**config.mk**
```make
export PLATFORM = sky130hd
export DESIGN_NAME = seq_tx
export DESIGN_NICKNAME = d
export VERILOG_FILES = /design/src/rtl/seq_tx.sv
export SDC_FILE = /design/constraint.sdc
export NUM_CORES = 1
export LEC_CHECK = 0
export BUFFER_PORTS_ARGS = -buffer_cell sky130_fd_sc_hd__buf_2
export CAP_MARGIN = 40
export CORE_MARGIN = 1
export CORE_UTILIZATION = 56
export CTS_CLUSTER_SIZE = 40
export DETAILED_ROUTE_END_ITERATION = 8
export HOLD_SLACK_MARGIN = 0.08
export PLACE_DENSITY = 0.81
export RECOVER_POWER = 100
export SYNTH_ARGS = -nofsm -noshare
export SYNTH_HDL_FRONTEND = slang
export SYNTH_SLANG_ARGS = --single-unit
export TNS_END_PERCENT = 30
```
**constraint.sdc**
```tcl
create_clock -name clk -period 3.24 [get_ports clk]
set_input_delay 0 -clock clk [delete_from_list [all_inputs] [get_ports clk]]
set_output_delay 0 -clock clk [all_outputs]
set_load 0.05 [all_outputs]
```
**src/rtl/seq_tx.sv**
```systemverilog
// seq_tx: parallel-to-serial pattern transmitter with a run-reference flag.
//
// Accepts WIDTH-bit words over a valid/ready handshake and shifts them out
// MSB-first, one bit per clock. Back-to-back words stream with no gap. The
// Mealy flag run_hit marks every bit that completes a run of RUN_LEN (or more)
// consecutive equal bits; the flag is the golden reference for the run/sequence
// detectors fed by x.
//
// Ports:
//   clk        system clock, rising edge
//   rst        asynchronous active-low reset
//   din        word to transmit
//   din_valid  din is presented
//   din_ready  word can be accepted this cycle (IDLE, or last bit of a word)
//   x          serial data bit (MSB first)
//   x_valid    x carries a transmitted bit
//   run_hit    current x completes a run of >= RUN_LEN equal bits
//   busy       a word is in flight (same as x_valid)
module seq_tx #(
  parameter int WIDTH   = 8,
  parameter int RUN_LEN = 3
) (
  input  logic             clk,
  input  logic             rst,
  input  logic [WIDTH-1:0] din,
  input  logic             din_valid,
  output logic             din_ready,
  output logic             x,
  output logic             x_valid,
  output logic             run_hit,
  output logic             busy
);

  localparam int CW = (WIDTH > 1) ? $clog2(WIDTH) : 1;
  // Wide enough to hold eff, which can reach RUN_LEN before saturation.
  localparam int HW = $clog2(RUN_LEN + 1);

  typedef enum logic {IDLE, SHIFT} state_t;

  state_t           state_q, state_d;
  logic [WIDTH-1:0] shift_q, shift_d;
  logic [CW-1:0]    cnt_q, cnt_d;
  logic             hist_bit_q, hist_bit_d;
  logic [HW-1:0]    hist_cnt_q, hist_cnt_d;

  logic             last_bit;
  logic [HW-1:0]    eff;

  always_ff @(posedge clk or negedge rst) begin
    if (!rst) begin
      state_q    <= IDLE;
      shift_q    <= '0;
      cnt_q      <= '0;
      hist_bit_q <= 1'b0;
      hist_cnt_q <= '0;
    end else begin
      state_q    <= state_d;
      shift_q    <= shift_d;
      cnt_q      <= cnt_d;
      hist_bit_q <= hist_bit_d;
      hist_cnt_q <= hist_cnt_d;
    end
  end

  always_comb begin
    state_d    = state_q;
    shift_d    = shift_q;
    cnt_d      = cnt_q;
    hist_bit_d = hist_bit_q;
    hist_cnt_d = hist_cnt_q;

    last_bit  = (state_q == SHIFT) && (cnt_q == CW'(WIDTH - 1));
    x_valid   = (state_q == SHIFT);
    busy      = x_valid;
    x         = x_valid & shift_q[WIDTH-1];
    // Ready on the last bit lets the next word follow with no idle cycle.
    din_ready = (state_q == IDLE) || last_bit;

    case (state_q)
      IDLE: begin
        if (din_valid) begin
          shift_d = din;
          cnt_d   = '0;
          state_d = SHIFT;
        end
      end
      SHIFT: begin
        shift_d = shift_q << 1;
        cnt_d   = cnt_q + 1'b1;
        if (last_bit) begin
          cnt_d = '0;
          if (din_valid) shift_d = din;
          else           state_d = IDLE;
        end
      end
      default: state_d = IDLE;
    endcase

    // Run tracking: eff is the run length including the current bit.
    if ((hist_cnt_q != '0) && (x == hist_bit_q)) eff = hist_cnt_q + 1'b1;
    else                                         eff = HW'(1);
    run_hit = x_valid && (eff >= HW'(RUN_LEN));

    if (x_valid) begin
      hist_bit_d = x;
      // Saturate one below RUN_LEN so every further equal bit re-fires.
      hist_cnt_d = (eff >= HW'(RUN_LEN)) ? HW'(RUN_LEN - 1) : eff;
    end else begin
      // An idle cycle breaks any run in progress.
      hist_cnt_d = '0;
    end
  end

endmodule

```
**Yosys cells after proc, flatten, opt, wreduce, memory -nomap -nowiden**

Index checks and enable logic that the tools add are counted.

- Add/sub/neg operators: 2
- Magnitude comparators: 1
- Eq/ne operators: 3
- Multiplexer cells: 13
- Bitwise operators: 2
- Reduce and logical (&&, ||, !) cells: 5

Operators by type and width:

| operator | number |
|---|---|
| two-way mux 8 bit | 3 |
| case mux 8 bit (2 select lines) | 1 |
| two-way mux 2 bit | 3 |
| two-way mux 3 bit | 2 |
| case mux 3 bit (2 select lines) | 1 |
| adder 3 x 1 -> 3 bit (second input constant) | 1 |
| == test 3 bit (second input constant) | 1 |
| logical AND 1 bit | 3 |
| adder 2 x 1 -> 2 bit (second input constant) | 1 |
| greater-or-equal comparator 2 bit (second input constant) | 1 |
| two-way mux 1 bit | 2 |
| != test 2 bit (second input constant) | 1 |
| case mux 1 bit (2 select lines) | 1 |
| nonzero test 2 bit | 1 |
| bitwise AND 1 bit | 1 |
| == test 1 bit | 1 |
| logical OR 1 bit | 1 |
| inverter 1 bit | 1 |

- Register bits after elaboration: 15
- Input bits: 11
- Output and inout bits: 5
- Logic and storage cells: 31

**Longest topological paths before layout**

Gate-level depths: netlist (run 1).

- Word-level depth: 7
- Mapped depth: 5
- Gate-level depth less buffers: 5

**Worst setup path before layout (run 1)**

OpenSTA, ideal clock, no wires.

- Path type: reg2out
- Start: register state_q (netlist: busy)
- End: output port run_hit
- Data arrival time: 1.871 ns
- Required time: 3.240 ns
- Path slack: 1.369 ns
- Stages on the path, launching flop included: 4
- Path buffers: 1
- Path through: dfrtp_1 -> buf_4 -> nand2_1 -> nor4_2

- Word-level cells in the longest chain between the ends: 6

Ends and longest elaborated chain:

| item | line | RTL |
|---|---|---|
| start, declared | 40 | `state_t state_q, state_d;` |
| start signal, assigned | 57 | `state_q <= state_d;` |
| bitwise AND 1 bit | 75 | `x = x_valid & shift_q[WIDTH-1];` |
| == test 1 bit | 100 | `if ((hist_cnt_q != '0) && (x == hist_bit_q)) eff = hist_cnt_q + 1'b1;` |
| logical AND 1 bit | 100 |  |
| two-way mux 2 bit | 100 |  |
| greater-or-equal comparator 2 bit | 102 | `run_hit = x_valid && (eff >= HW'(RUN_LEN));` |
| logical AND 1 bit (*) | 102 |  |
| end, declared | 30 | `output logic run_hit,` |

Mark *: on every way between the ends. The rest lies on a longest branch, timed or not.

**Worst setup path after layout (run 1)**

Same ends and word-level chain as after synthesis.

==> reports/qor.yml, run 1 <==
final_layout:
  multiInputGateArea_sq_um: 368
  nFillCells: 93
  area_delta_synth_final_pct: 18.8
  drive_gt1_frac: 0.229
  antenna_cells: 0
  register_area_sq_um: 375
  layout.nets: 111
setup_path:
  cp.arrival_ns: 1.89
  worst_path_largest_cell_delay_ns: 0.78
  r2r-start: "cnt_q[0]"
  cp_num_buf_inv: 1
  critPathTopFamily: "flip-flops"
  critPathMaxFanout: 25
  path_class: "flip-flop to output pin"
  cp-end-kind: "output pin"
  rrSetupSlack_ns: 1.77
  worst_path_max_delay_cell: "dfrtp_1"
  rr_endpoint: "shift_q[1]"
  cp-startpoint: "busy"
  r2r_cells: 5
  cp-start-kind: "flip-flop"
  crit_required_ns: 3.24
  path_cells: "nand2_1 -> nor4_2 -> clkbuf_1"
grt:
  gr-total-overflow: 0
  antenna_found_initial: 0
  grt_pass1_wl_um: 2160
  grt_pass1_vias: 540
  track_usage: 0.208
  grt_max_degree: 26
min_path:
  hold_start: "din_valid"
  hp-class: "input pin to flip-flop"
  whs_path_depth: 3
  hold_end: "shift_q[0]"
timing:
  fmax_mhz: 528
  fin_skew_ns: 0.0145
  fin_setup_tns_ns: 0
  rsz0062_at_grt: "no"
  drv_slew: 0
  relSlewSlack: 0.452
  hold_viol_final: 0
  setup_viol: 0
  tightest_slew_ns: 0.823
  period_share: 0.584
  min_period_ns: 1.89
  holdWs_ns: 0.179
power_and_ir_drop:
  leakage_nw: 0.465
  power_w: 0.000762
  power.density_mw_per_mm2: 796
  ir_drop_v: 0.000614
cts:
  numClockSinks: 15
  cts_tree: "done"
  clockBufferDepth: 2
  clk-insertion-delay-late_ns: 0.28
  cts_root_buf: "clkbuf_4"
  cts_buffers: 3
  path_clk_slew_ns: 0.10
  cts_resized: 0
  htreeDepth: 1
yosys:
  synth_edf_count: 0
  synth_compound_area_frac: 0.146
  syn_area_sq_um: 806
  synth.top_cell.area_share: 0.466
  synth_top_flop_cell: "dfrtp_1"
  synth_top_family_by_area: "compound AO/OA/AOI/OAI gates"
  postSynthCellCount: 73
  synth_nets: 87
  synth_cell_type_count: 24
  synth.area.top_cells: "dfrtp_1 47%, mux2i_1 9.9%, and3_2 6.5%"
  netlist_top_cells_count: "15 x dfrtp_1, 8 x mux2i_1, 8 x o21ai_1"
  ys_warn_count: 0
  synth_top_cell_by_area: "dfrtp_1"
  synth_simple_gate_area_share: 0.140
  synth-seq-cells: 15
  syn_area_per_cell_sq_um: 11.0
  synthMuxAreaShare: 0.113
  yosysMostFrequentCell: "dfrtp_1"
  synth_adder_area_share: 0.0466
  async_flop_share: 1.00
  synth-xor-area-share: 0.0109
  ys_seq_area_frac: 0.466
routing:
  dr.pass1.iters: 2
  vias: 606
  routedWlPerCell_um: 13.5
  wl_um: 1500
  vias_per_cell: 5.46
  drt_iter0_markers: 6
  ant_nets: 0
  drc: 0
die:
  die_y_um: 39.9
  core_sq_mm: 0.00132
  dieArea_sq_mm: 0.00159
  dieWidth_um: 39.9
  start_util: 0.612
  io_pins: 16
  row_count: 13
placement:
  place.gp.congestion: 0.639
  numPortBuffers: 15
run_status:
  outcome: "completed"
flow_run:
  max_cap_violations: 0
## kinds of logic after synthesis
logic type      count (synthesis)
flops                          15
buf+inv                         8
fa+ha+maj                       3
xor+xnor                        1
compound gates                 19
mux                             9
simple gates                   18
## layer usage
layer	vias to the layer above	wire length [um]	track usage
li1	314	-	-
met1	282	720	0.246
met2	8	729	0.371
met3	2	38	0.0333
met4	0	11	0.0776
met5	-	0	0
## worst max path at each step
stage / endpoint / slack [ns] / cells after the start
floorplan: run_hit / 1.37 / 3
global placement: shift_q[4] / 1.83 / 5
detailed placement: shift_q[1] / 1.76 / 5
CTS: run_hit / 1.49 / 3
global route: run_hit / 1.22 / 3
finish: run_hit / 1.35 / 3
## registers in the layout, summed over array words and instances (netlist names)
register and cells:
hist_cnt_q 2, busy 1, shift_q 8, cnt_q 3, hist_bit_q 1
## power breakdown
group          total [W]  switching [W]  internal (W)
sequential      0.000324      0.0000637      0.000260
clock           0.000104      0.0000562     0.0000476
combinational   0.000334       0.000201      0.000133
total           0.000762       0.000321      0.000441
## stage by stage
step | util | instance area, sq um | std cells | setup WS, ns
5_1_grt | 0.726 | 957 | 111 | 1.22
4_1_cts | 0.732 | 965 | 111 | 1.49
2_1_floorplan | - | 806 | 73 | 1.37
6_report | 0.726 | 957 | 111 | 1.35
3_3_place_gp | 0.644 | 848 | 98 | 1.83
3_5_place_dp | 0.644 | 848 | 98 | 1.76
## repair_timing
| action | in CTS | in global routing |
|---|---|---|
| hold buffers | 9 | 0 |
| endpoints found under the hold margin | 23 | 0 |
| setup buffers | 0 | 0 |
## placed cells by master (no fill, tap or decap), types with 2 or more instances in the layout
cell           count
dfrtp_1           15
o21ai_0            9
clkbuf_4           3
a32o_1             2
clkbuf_1           7
dlygate4sd3_1      9
a31oi_1            7
inv_1              3
mux2i_1            8
nand2_1            3
buf_2              9
nor2_1             2
ha_1               3
and3_2             7
## area by class of cell
type / instances / area share
Timing Repair Buffer: 24 / 0.165
Clock buffer: 4 / 0.0275
Inverter: 3 / 0.0118
Sequential cell: 15 / 0.392
Multi-Input combinational cell: 50 / 0.384
Tap cell: 15 / 0.0196
## worst register-to-register path: cells and delay by family (launching register included)
kind                     cells  cell delay (ns)
adder cells (fa/ha/maj)      2             0.49
flip-flops                   1             0.40
AO/OA/AOI/OAI                2             0.24
AND/OR/NAND/NOR              1             0.21
Power figures use the tool's default switching activity.
==> run 2, diff against run 1 <==
- CORE_UTILIZATION: 56 -> 52
- PLACE_DENSITY: 0.81 -> 0.76
- clock period: 3.24 -> 1.8 ns (I/O delays scaled with it)
==> run 2 against run 1 <==
  * Clock skew shrank 0.010 ns
  * Clock power rose by 82%
  * Combinational power up 96%
  * Sequential power is 77% higher
  * Critical endpoint is now din_ready
  * Largest cell class is now multi-input combinational cells
  * Largest power group unchanged
  * Highest routed layer unchanged
==> reports/qor.yml, run 2 (synthesized netlist as in run 1, its figures left out) <==
cts:
  cts_setup_buffers: 0
  htreeDepth: 1
  cts_buffers: 3
  cts_root_buf: "clkbuf_4"
  cts_tree: "done"
  clockBufferDepth: 2
  path_clk_slew_ns: 0.08
  numClockSinks: 15
  clk-insertion-delay-late_ns: 0.28
  cts_resized: 0
setup_path:
  worst_path_max_delay_cell: "dfrtp_1"
  worst_path_largest_cell_delay_ns: 0.40
  cp-start-kind: "flip-flop"
  cp-end-kind: "output pin"
  rrSetupSlack_ns: 0.33
  critPathMaxFanout: 10
  crit_required_ns: 1.80
  cp.arrival_ns: 1.66
  path_class: "flip-flop to output pin"
  r2r_cells: 5
  rr_endpoint: "shift_q[2]"
  r2r-start: "cnt_q[0]"
  path_cells: "ha_1 -> ha_1 -> inv_1 -> nand2_1 -> clkbuf_2"
  cpMostUsedCell: "ha_1"
timing:
  setup_viol: 0
  min_period_ns: 1.66
  fmax_mhz: 604
  hold_viol_final: 0
  period_share: 0.920
  fin_skew_ns: 0.00415
  fin_setup_tns_ns: 0
  drv_slew: 0
  rsz0062_at_grt: "no"
  relSlewSlack: 0.451
  tightest_slew_ns: 0.823
final_layout:
  multiInputGateArea_sq_um: 377
  finalInstanceArea_sq_um: 977
  area_delta_synth_final_pct: 21.3
  antenna_cells: 0
  largest_reg_flops: 8
  layout.nets: 112
  layoutNonFillerInstCount: 112
  drive_gt1_frac: 0.268
  register_area_sq_um: 375
  top_register: "shift_q"
  utilization: 0.715
  final_common_cell: "dfrtp_1"
  reg.largest.list: "shift_q (8), cnt_q (3), hist_cnt_q (2)"
  layout_common_cells: "15 x dfrtp_1, 9 x o21ai_0, 9 x dlygate4sd3_1, 9 x buf_2, 8 x mux2i_1"
  nFillCells: 104
placement:
  dpl_cell_area_sq_um: 865
  numPortBuffers: 15
  place_inst: 99
  place.gp.congestion: 0.647
  detailed_place_hpwl_um: 979
routing:
  routedWlPerCell_um: 13.4
  ant_nets: 0
  vias_per_cell: 5.52
  drt_iter0_markers: 5
  wl_um: 1500
  drc: 0
  vias: 618
  dr.pass1.iters: 4
run_status:
  outcome: "completed"
grt:
  grt_max_degree: 20
  antenna_found_initial: 0
  gr-total-overflow: 0
  grt_pass1_vias: 482
  grt_pass1_wl_um: 2170
  track_usage: 0.207
min_path:
  hold_end: "busy"
  hold_start: "din_valid"
  whs_path_depth: 2
  hp-class: "input pin to flip-flop"
flow_run:
  max_cap_violations: 0
power_and_ir_drop:
  ir_drop_v: 0.00122
  leakage_nw: 0.481
  power.density_mw_per_mm2: 1450
die:
  io_pins: 16
  die_y_um: 41.4
  start_util: 0.590
  row_count: 13
  core_sq_mm: 0.00137
  dieArea_sq_mm: 0.00171
  dieWidth_um: 41.4
-- run 2: how the worst max path moves through the flow --
| stage | start | endpoint | slack, ns |
|---|---|---|---|
| 2_1_floorplan | busy | run_hit | 0.23 |
| 3_3_place_gp | cnt_q[0] | shift_q[2] | 0.40 |
| 3_5_place_dp | cnt_q[0] | shift_q[1] | 0.36 |
| 4_1_cts | cnt_q[0] | din_ready | 0.15 |
| 5_1_grt | cnt_q[0] | din_ready | 0.03 |
| 6_report | cnt_q[0] | din_ready | 0.14 |
-- run 2: routing by layer --
layer	vias up	track usage	part of all wire	wire length, um
met1	289	0.285	0.48	723
met5	-	0	0	0
met3	2	0.0798	0.031	46
met4	0	0.0968	0.0074	11
li1	315	-	-	-
met2	12	0.285	0.48	714
-- run 2: per-stage QoR --
step                power (W)  worst slack, ns  hold WS, ns
floorplan             0.00111            0.226       -0.296
global placement      0.00121            0.405      -0.0791
detailed placement    0.00124            0.365      -0.0728
CTS                   0.00145            0.154        0.150
global route          0.00153           0.0323        0.172
finish                0.00141            0.144        0.189
-- run 2: what timing repair did --
item                       in CTS  in global routing
hold endpoints to repair       23                  0
hold buffers                    9                  0
setup endpoints to repair       0                  0
-- run 2: layout make-up --
class | instances | share of cell area
multi-input cells | 50 | 0.385
flip-flops and latches | 15 | 0.384
repair buffers | 25 | 0.173
inverters | 3 | 0.0115
clock buffers | 4 | 0.0269
well taps | 15 | 0.0192
-- run 2: worst max-delay path, delay by kind of cell, from the launching register on --
kind	cells	cell delay [ns]
AND/OR/NAND/NOR	1	0.09
adder cells (fa/ha/maj)	2	0.48
flip-flops	1	0.40
buffers and inverters	2	0.41
-- run 2: report_power, final --
| group | switching [W] | total [W] | internal (W) |
|---|---|---|---|
| Sequential | 0.000103 | 0.000572 | 0.000469 |
| Clock | 0.000103 | 0.000189 | 0.0000858 |
| Combinational | 0.000391 | 0.000654 | 0.000263 |
| Total | 0.000597 | 0.00141 | 0.000818 |
==> run 3, diff against run 2 <==
- BUFFER_PORTS_ARGS: -buffer_cell sky130_fd_sc_hd__buf_2 -> -buffer_cell sky130_fd_sc_hd__clkbuf_2
==> run 3 against run 2 <==
  * First-iteration DRC count increased by 20%
  * Fmax decreased by 0.57%
  * Clock-buffer cell count decreased by 1
  * Highest routed layer is now met3
  * Global-route usage about the same
  * Worst setup slack got worse by 0.0095 ns
  * Sequential share of layout area about the same
  * Clock skew increased by 0.00059 ns
  * Critical path type unchanged
  * Register-to-register slack got worse by 0.05 ns
==> reports/qor.yml, run 3 (synthesized netlist as in run 1, its figures left out) <==
run_status:
  outcome: "completed"
timing:
  tightest_slew_ns: 0.807
  fin_setup_tns_ns: 0
  min_period_ns: 1.67
  fin_skew_ns: 0.00474
  drv_slew: 0
  period_share: 0.925
  rsz0062_at_grt: "no"
  worst_slack_ns: 0.134
  fmax_mhz: 600
  setup_viol: 0
  relSlewSlack: 0.462
  hold_viol_final: 0
routing:
  routedWlPerCell_um: 13.9
  vias: 618
  vias_per_cell: 5.52
  drt_iter0_markers: 6
  drc: 0
  ant_nets: 0
  dr.pass1.iters: 4
  wl_um: 1560
power_and_ir_drop:
  power_frac_comb: 0.461
  leakage_nw: 0.484
  p_switching_w: 0.000613
  power.density_mw_per_mm2: 1460
  power_w: 0.00143
  switching_share: 0.430
  sequentialPowerShare: 0.405
  clkPwrFrac: 0.134
  ir_drop_v: 0.000984
  p_int_w: 0.000814
placement:
  dp_slack_ns: 0.353
  place_inst: 99
  detailed_place_hpwl_um: 1020
  place.gp.congestion: 0.646
  numPortBuffers: 15
die:
  dieArea_sq_mm: 0.00171
  row_count: 13
  core_sq_mm: 0.00137
  dieWidth_um: 41.4
  die_y_um: 41.4
  start_util: 0.590
  io_pins: 16
min_path:
  hp-class: "input pin to flip-flop"
  hold_start: "din_valid"
setup_path:
  cp-start-kind: "flip-flop"
  critPathMaxFanout: 10
  cp-startpoint: "cnt_q[0]"
  path_class: "flip-flop to output pin"
  cp.arrival_ns: 1.67
  r2r-start: "cnt_q[0]"
  crit_required_ns: 1.80
  cp-end-kind: "output pin"
grt:
  grt_pass1_vias: 521
  gr-total-overflow: 0
  antenna_found_initial: 0
  track_usage: 0.207
  grt_pass1_wl_um: 2260
  grt_max_degree: 20
cts:
  cts_buffers: 3
  clk-insertion-delay-late_ns: 0.28
  path_clk_slew_ns: 0.09
  cts_root_buf: "clkbuf_4"
  htreeDepth: 1
  numClockSinks: 15
  cts_tree: "done"
  clockBufferDepth: 2
final_layout:
  nFillCells: 114
  layout_common_cells: "15 x dfrtp_1, 12 x clkbuf_2, 9 x dlygate4sd3_1"
  reg.largest.list: "shift_q (8), cnt_q (3), hist_cnt_q (2)"
  layoutNonFillerInstCount: 112
  top_register: "shift_q"
  utilization: 0.714
  drive_gt1_frac: 0.268
  final_common_cell: "dfrtp_1"
  antenna_cells: 0
  layout.nets: 112
  area_delta_synth_final_pct: 21.1
  largest_reg_flops: 8
flow_run:
  max_cap_violations: 0
==> run 3: cell types whose count changed in the layout (fill, tap and decap cells not counted), sizes merged <==
cell,delta
buf,-9
clkinv,+1
clkbuf,+8
==> run 3: repair_timing <==
item	in CTS	in global routing
hold buffers	9	0
gates resized for setup	0	0
endpoints found under the hold margin	23	0
buffers inserted	0	0
==> run 3: through the flow <==
| stage | area, sq um | hold slack, ns |
|---|---|---|
| 2_1_floorplan | 815 | -0.296 |
| 3_3_place_gp | 865 | -0.0672 |
| 3_5_place_dp | 865 | -0.0616 |
| 4_1_cts | 982 | 0.161 |
| 5_1_grt | 976 | 0.271 |
| 6_report | 976 | 0.274 |
==> run 3: metal layers <==
layer	global-route usage	share of wire	up-vias
li1	-	-	317
met1	0.277	0.48	292
met2	0.328	0.49	9
met3	0.0638	0.028	0
met4	0.0484	0	0
met5	0	0	-
==> run 3: cell type report <==
| class | instances | area, sq um | share of cell area |
|---|---|---|---|
| flip-flops and latches | 15 | 375 | 0.385 |
| multi-input cells | 50 | 374 | 0.383 |
| repair buffers | 25 | 169 | 0.173 |
| clock buffers | 3 | 22.5 | 0.0231 |
| well taps | 15 | 18.8 | 0.0192 |
| inverters | 3 | 11.3 | 0.0115 |
| clock inverters | 1 | 5.00 | 0.00513 |
==> run 3: worst paths after layout <==
| kind | end | slack (ns) | depth (start not counted) |
|---|---|---|---|
| worst max-delay path | din_ready | 0.13 | 5 |
| worst min-delay path | busy | 0.27 | 2 |
| worst max register to register | shift_q[1] | 0.28 | 5 |
| worst min register to register | cnt_q[2] | 0.52 | 1 |
| max in group asynchronous | shift_q[0] | 0.98 | 2 |
| min in group asynchronous | hist_cnt_q[0] | 0.32 | 2 |
==> run 3: power groups by stage <==
stage	clock (W)	sequential, W	combinational, W
after global placement	0	0.000577	0.000638
final	0.000191	0.000579	0.000658
after global routing	0.000214	0.000592	0.000716
after detailed placement	0	0.000586	0.000656
after CTS	0.000199	0.000579	0.000674
after floorplan	0	0.000563	0.000550
==> run 3: critical path, stage by stage (launching register included) <==
cell and delay (ns):
dfrtp_1 0.41, ha_1 0.21, ha_1 0.27, inv_1 0.13, nand2_1 0.10, clkbuf_2 0.27
